`src/rtl/pe_link_rx.sv`:
```
// rtl/pe_link_rx.sv - overlay link receive endpoint: link decode, framing, FWFT FIFO, credit return
// Optional PE_LINK_RX_STATS_EN adds pkt_count/word_count outputs.
module pe_link_rx #(
   parameter int LINK_WIDTH     = 130,
   parameter int FIFO_ADDR_BITS = 4
) (
   input  logic                      clk,
   input  logic                      reset,
   input  logic                      ap_start,
   input  logic [LINK_WIDTH-1:0]     in_from_west,
   output logic [LINK_WIDTH-1:0]     out_to_west,
   output logic [LINK_WIDTH-3:0]     m_data,
   output logic                      m_last,
   output logic                      m_first,
   output logic                      m_valid,
   input  logic                      m_ready,
   output logic [FIFO_ADDR_BITS:0]   fifo_count,
   output logic                      overflow
`ifdef PE_LINK_RX_STATS_EN
   ,
   output logic [31:0]               pkt_count,
   output logic [31:0]               word_count
`endif
);

   localparam int DATA_WIDTH = LINK_WIDTH - 2;
   localparam int DEPTH      = 1 << FIFO_ADDR_BITS;
   localparam logic [FIFO_ADDR_BITS:0] FULL_COUNT = (FIFO_ADDR_BITS+1)'(DEPTH);

   typedef enum logic {S_IDLE, S_PKT} frame_state_t;

   frame_state_t                state;
   logic [DATA_WIDTH-1:0]       mem_data [DEPTH];
   logic [DEPTH-1:0]            mem_last;
   logic [DEPTH-1:0]            mem_first;
   logic [FIFO_ADDR_BITS-1:0]   wr_ptr;
   logic [FIFO_ADDR_BITS-1:0]   rd_ptr;
   logic [FIFO_ADDR_BITS:0]     count;
   logic                        credit;

   logic                        word_valid;
   logic                        word_last;
   logic [DATA_WIDTH-1:0]       word_data;
   logic                        empty;
   logic                        full;
   logic                        push;
   logic                        pop;

   assign word_valid = in_from_west[LINK_WIDTH-1];
   assign word_last  = in_from_west[LINK_WIDTH-2];
   assign word_data  = in_from_west[LINK_WIDTH-3:0];

   assign empty = (count == '0);
   assign full  = (count == FULL_COUNT);
   assign pop   = m_valid & m_ready;
   // A full FIFO still accepts a word when the head leaves on the same edge.
   assign push  = word_valid & (~full | pop);

   assign m_valid     = ~empty & ap_start;
   assign m_data      = empty ? '0 : mem_data[rd_ptr];
   assign m_last      = ~empty & mem_last[rd_ptr];
   assign m_first     = ~empty & mem_first[rd_ptr];
   assign fifo_count  = count;
   assign out_to_west = {{(LINK_WIDTH-1){1'b0}}, credit};

   // Storage needs no reset: reads are masked while the FIFO is empty.
   always_ff @(posedge clk) begin
      if (push) begin
         mem_data[wr_ptr]  <= word_data;
         mem_last[wr_ptr]  <= word_last;
         mem_first[wr_ptr] <= (state == S_IDLE);
      end
   end

   always_ff @(posedge clk) begin
      if (reset) begin
         state    <= S_IDLE;
         wr_ptr   <= '0;
         rd_ptr   <= '0;
         count    <= '0;
         credit   <= 1'b0;
         overflow <= 1'b0;
      end else begin
         credit <= pop;
         if (push) begin
            wr_ptr <= wr_ptr + 1'b1;
            case (state)
               S_IDLE:  state <= word_last ? S_IDLE : S_PKT;
               S_PKT:   state <= word_last ? S_IDLE : S_PKT;
               default: state <= S_IDLE;
            endcase
         end
         if (pop)
            rd_ptr <= rd_ptr + 1'b1;
         case ({push, pop})
            2'b10:   count <= count + 1'b1;
            2'b01:   count <= count - 1'b1;
            default: count <= count;
         endcase
         if (word_valid & full & ~pop)
            overflow <= 1'b1;
      end
   end

`ifdef PE_LINK_RX_STATS_EN
   always_ff @(posedge clk) begin
      if (reset) begin
         pkt_count  <= '0;
         word_count <= '0;
      end else if (pop) begin
         word_count <= word_count + 1'b1;
         if (m_last)
            pkt_count <= pkt_count + 1'b1;
      end
   end
`endif

endmodule

```
`config.mk`:
```
export PLATFORM = sky130hd
export DESIGN_NAME = pe_link_rx
export DESIGN_NICKNAME = d
export VERILOG_FILES = /design/src/rtl/pe_link_rx.sv
export SDC_FILE = /design/constraint.sdc
export NUM_CORES = 2
export LEC_CHECK = 0
export BUFFER_PORTS_ARGS = -buffer_cell sky130_fd_sc_hd__buf_2
export CELL_PAD_IN_SITES_DETAIL_PLACEMENT = 0
export CELL_PAD_IN_SITES_GLOBAL_PLACEMENT = 1
export CORE_ASPECT_RATIO = 0.7
export CORE_MARGIN = 3
export CORE_UTILIZATION = 55
export CTS_CLUSTER_DIAMETER = 150
export CTS_CLUSTER_SIZE = 30
export DETAILED_ROUTE_END_ITERATION = 8
export PLACE_DENSITY = 0.79
export SLEW_MARGIN = 20
export SYNTH_ARGS = -nofsm -noshare
export SYNTH_HDL_FRONTEND = slang
export SYNTH_SLANG_ARGS = --single-unit
```
`constraint.sdc`:
```
create_clock -name clk -period 13.7 [get_ports clk]
set_input_delay 2.055 -clock clk [delete_from_list [all_inputs] [get_ports clk]]
set_output_delay 2.055 -clock clk [all_outputs]
set_load 0.01 [all_outputs]
```
==> metrics <==
number of design-rule violations left by the first detailed-router iteration=4502; worst slew margin relative to its limit=24.4%; average vias per placed instance=6.32; count of final setup violators=0; number of buffers created by CTS=79; DIE HEIGHT=326 um; Max Fanout on Critical Path=49; cts repair resizes=0; clock tree from TritonCTS=done; final sum of negative setup slack=0 ps; share of the clock period used by the worst path=49.3%; detailed-route DRC error count=0; Crit Path Category=register to output port; sum of overflow across all layers after global routing=0; most used flip-flop cell after synthesis=sky130_fd_sc_hd__edfxtp_1; share of cells above drive strength 1=30.7%; Cells on Worst Hold Path=2; Synth Register Bits=2100; gate count of the mapped netlist=3279; critical path data required time=11640 ps; Max Fclk=148 MHz; power per standard cell area=138 nW/um2; DR WL/cell=31.2 um; worst hold path class=register to register; Critical Path End Type=output port; final hold violation count=0; share of synthesized flip-flops with an asynchronous set or reset=0%; clock slew seen by the registers of the worst setup and hold paths=120 ps; total routing usage reported by global routing=22.8%; count of TritonRoute iterations in the first routing pass=5; warning count from the yosys run=0; global-route wire length before repair=251000 um; synth-to-layout area growth=6.75%; post-route minimum period=6760 ps; HPWL Detailed=85300 um; post-layout total power=11.9 mW; die extent in x=464 um; core region area=144000 um2; area of the die=151000 um2; overall routed net length=171000 um; setup skew after layout=24.9 ps; quantity of hold-fixing buffers added after cts=0; per-instance average area after synthesis=24.6 um2; worst reg-to-reg setup slack=9070 ps; number of slew-limit violations in the final report=0; unrepaired setup endpoints after global routing=false; vias in the first global route=34900; Post-Syn Area=80600 um2; Post-CTS Repair Setup Buffers=0; CTS sink count=2100; Clock H-tree levels=3; Worst R2R Path Depth=8; vias=34700; CTS max path bufs=3; worst skew pair latency=740 ps; number of flops mapped to enable cells by yosys=2080; Root Buffer Master=sky130_fd_sc_hd__clkbuf_16; net total in the final layout=3664; static leakage=25.8 nW; number of max-capacitance violations reported=0; VDD IR-drop max=0.0000987 V; total number of placement rows=116; sequential cell area fraction in the yosys report=77.9%; startpoint type of the worst setup path=register; remaining number of nets flagged by the antenna check after routing=0; count of placed standard cells including taps=5388; number of standard cells in the final layout excluding fillers=5493; maximum number of pins on one net before global-route repair=163; effective utilization at floorplan=55.9%; fill cell total of the finished layout=9957; post-synth cell types=35; quantity of I/O buffers inserted on ports=271; count of pins on the block boundary=401; slew at the pin closest to its max-slew limit=1130 ps; antenna violations before repair=47; outcome=finished, final reports clean; Arrival @ worst endpoint=4700 ps; Final GP Congestion=0.728
state kept, by name (all words and copies together) (netlist names), named ones only:
signal      cells
fifo_count      5
mem_first      16
wr_ptr          4
mem_last       16
state           1
mem_data     2048
rd_ptr          4
credit          1
overflow        1
worst paths after layout:
check | start | to
worst min-delay path | overflow | overflow
worst min register to register | overflow | overflow
worst max-delay path | register | m_data[39]
worst max register to register | fifo_count[1] | mem_data[10][26]
layer usage:
metal	vias to the layer above	wire length (um)	track usage, %
li1	14100	-	-
met1	19000	70600	34.5
met2	1397	84000	36.0
met3	194	13500	3.98
met4	22	3150	4.35
met5	-	140	0
kinds of logic (layout without fill, tap and decap cells):
kind of cell | count (synthesis) | after routing | share of synthesized area, %
fa+ha+maj | 7 | 7 | 0.109
simple gates | 190 | 190 | 1.32
xor+xnor | 9 | 9 | 0.0977
other cells | 1 | 143 | 0.00465
flops | 2100 | 2100 | 77.9
buf+inv | 301 | 426 | 2.17
compound gates | 15 | 15 | 0.116
mux | 656 | 656 | 18.2
through the flow:
| step | util, % | hold slack [ps] | cell area (um2) | setup slack (ps) |
|---|---|---|---|---|
| 2_1_floorplan | - | 478 | 81100 | 980 |
| 3_3_place_gp | 58.2 | 465 | 83900 | 7410 |
| 3_5_place_dp | 58.2 | 467 | 83900 | 7330 |
| 4_1_cts | 59.6 | 497 | 86000 | 6700 |
| 5_1_grt | 59.7 | 552 | 86100 | 6500 |
| 6_report | 59.7 | 493 | 86100 | 6940 |
layout make-up:
type	instances	area (um2)	area share, %
sequential	2100	62900	73.0
clock buffer	87	2050	2.38
timing repair buffer	330	2000	2.32
tap	1947	2440	2.83
inverter	6	22.5	0.0262
clock inverter	3	41.3	0.0480
antenna	14	35.0	0.0407
multi-input combinational	1006	16600	19.3
report_power, final:
group          switching (mW)  total, mW  internal [mW]
Combinational           0.991       1.79          0.795
Sequential             0.0467       7.21           7.16
Clock                    1.78       2.86           1.08
Total                    2.81       11.9           9.04
critical path, cell delays in order, from the launching register on:
cell                      delay, ps
sky130_fd_sc_hd__dfxtp_4        740
sky130_fd_sc_hd__buf_4          760
sky130_fd_sc_hd__buf_4          880
sky130_fd_sc_hd__mux4_2         610
sky130_fd_sc_hd__mux4_2         490
sky130_fd_sc_hd__nor2b_1        160
sky130_fd_sc_hd__buf_2          190
cells in the mapped netlist (2+ instances only):
cell type | instances | area share (%)
sky130_fd_sc_hd__buf_1 | 17 | 0.079
sky130_fd_sc_hd__mux4_2 | 650 | 18
sky130_fd_sc_hd__xor2_1 | 5 | 0.054
sky130_fd_sc_hd__clkbuf_1 | 84 | 0.39
sky130_fd_sc_hd__nor2_1 | 36 | 0.17
sky130_fd_sc_hd__a211oi_1 | 2 | 0.019
sky130_fd_sc_hd__edfxtp_1 | 2080 | 77
sky130_fd_sc_hd__nor2b_1 | 131 | 1.0
sky130_fd_sc_hd__nand2b_1 | 2 | 0.016
sky130_fd_sc_hd__dfxtp_1 | 20 | 0.50
sky130_fd_sc_hd__xnor2_1 | 4 | 0.043
sky130_fd_sc_hd__ha_1 | 7 | 0.11
sky130_fd_sc_hd__buf_6 | 5 | 0.070
sky130_fd_sc_hd__mux2i_1 | 5 | 0.062
sky130_fd_sc_hd__nor3_1 | 5 | 0.031
sky130_fd_sc_hd__a21oi_1 | 2 | 0.012
sky130_fd_sc_hd__o22ai_1 | 2 | 0.016
sky130_fd_sc_hd__buf_2 | 50 | 0.31
sky130_fd_sc_hd__o21ai_0 | 4 | 0.025
sky130_fd_sc_hd__nand2_1 | 10 | 0.047
sky130_fd_sc_hd__inv_1 | 6 | 0.028
sky130_fd_sc_hd__buf_4 | 139 | 1.3
cells in the final DEF, fill, tap and decap left out, types with 7 or more instances in the layout:
cell,n
sky130_fd_sc_hd__edfxtp_1,2080
sky130_fd_sc_hd__mux4_2,650
sky130_fd_sc_hd__buf_2,271
sky130_fd_sc_hd__nor2b_1,131
sky130_fd_sc_hd__conb_1,129
sky130_fd_sc_hd__clkbuf_16,81
sky130_fd_sc_hd__buf_4,43
sky130_fd_sc_hd__nor2_1,23
sky130_fd_sc_hd__dfxtp_1,16
sky130_fd_sc_hd__diode_2,14
sky130_fd_sc_hd__buf_12,14
sky130_fd_sc_hd__nor2_4,13
sky130_fd_sc_hd__nand2_1,10
sky130_fd_sc_hd__ha_1,7
Power figures use the tool's default switching activity.
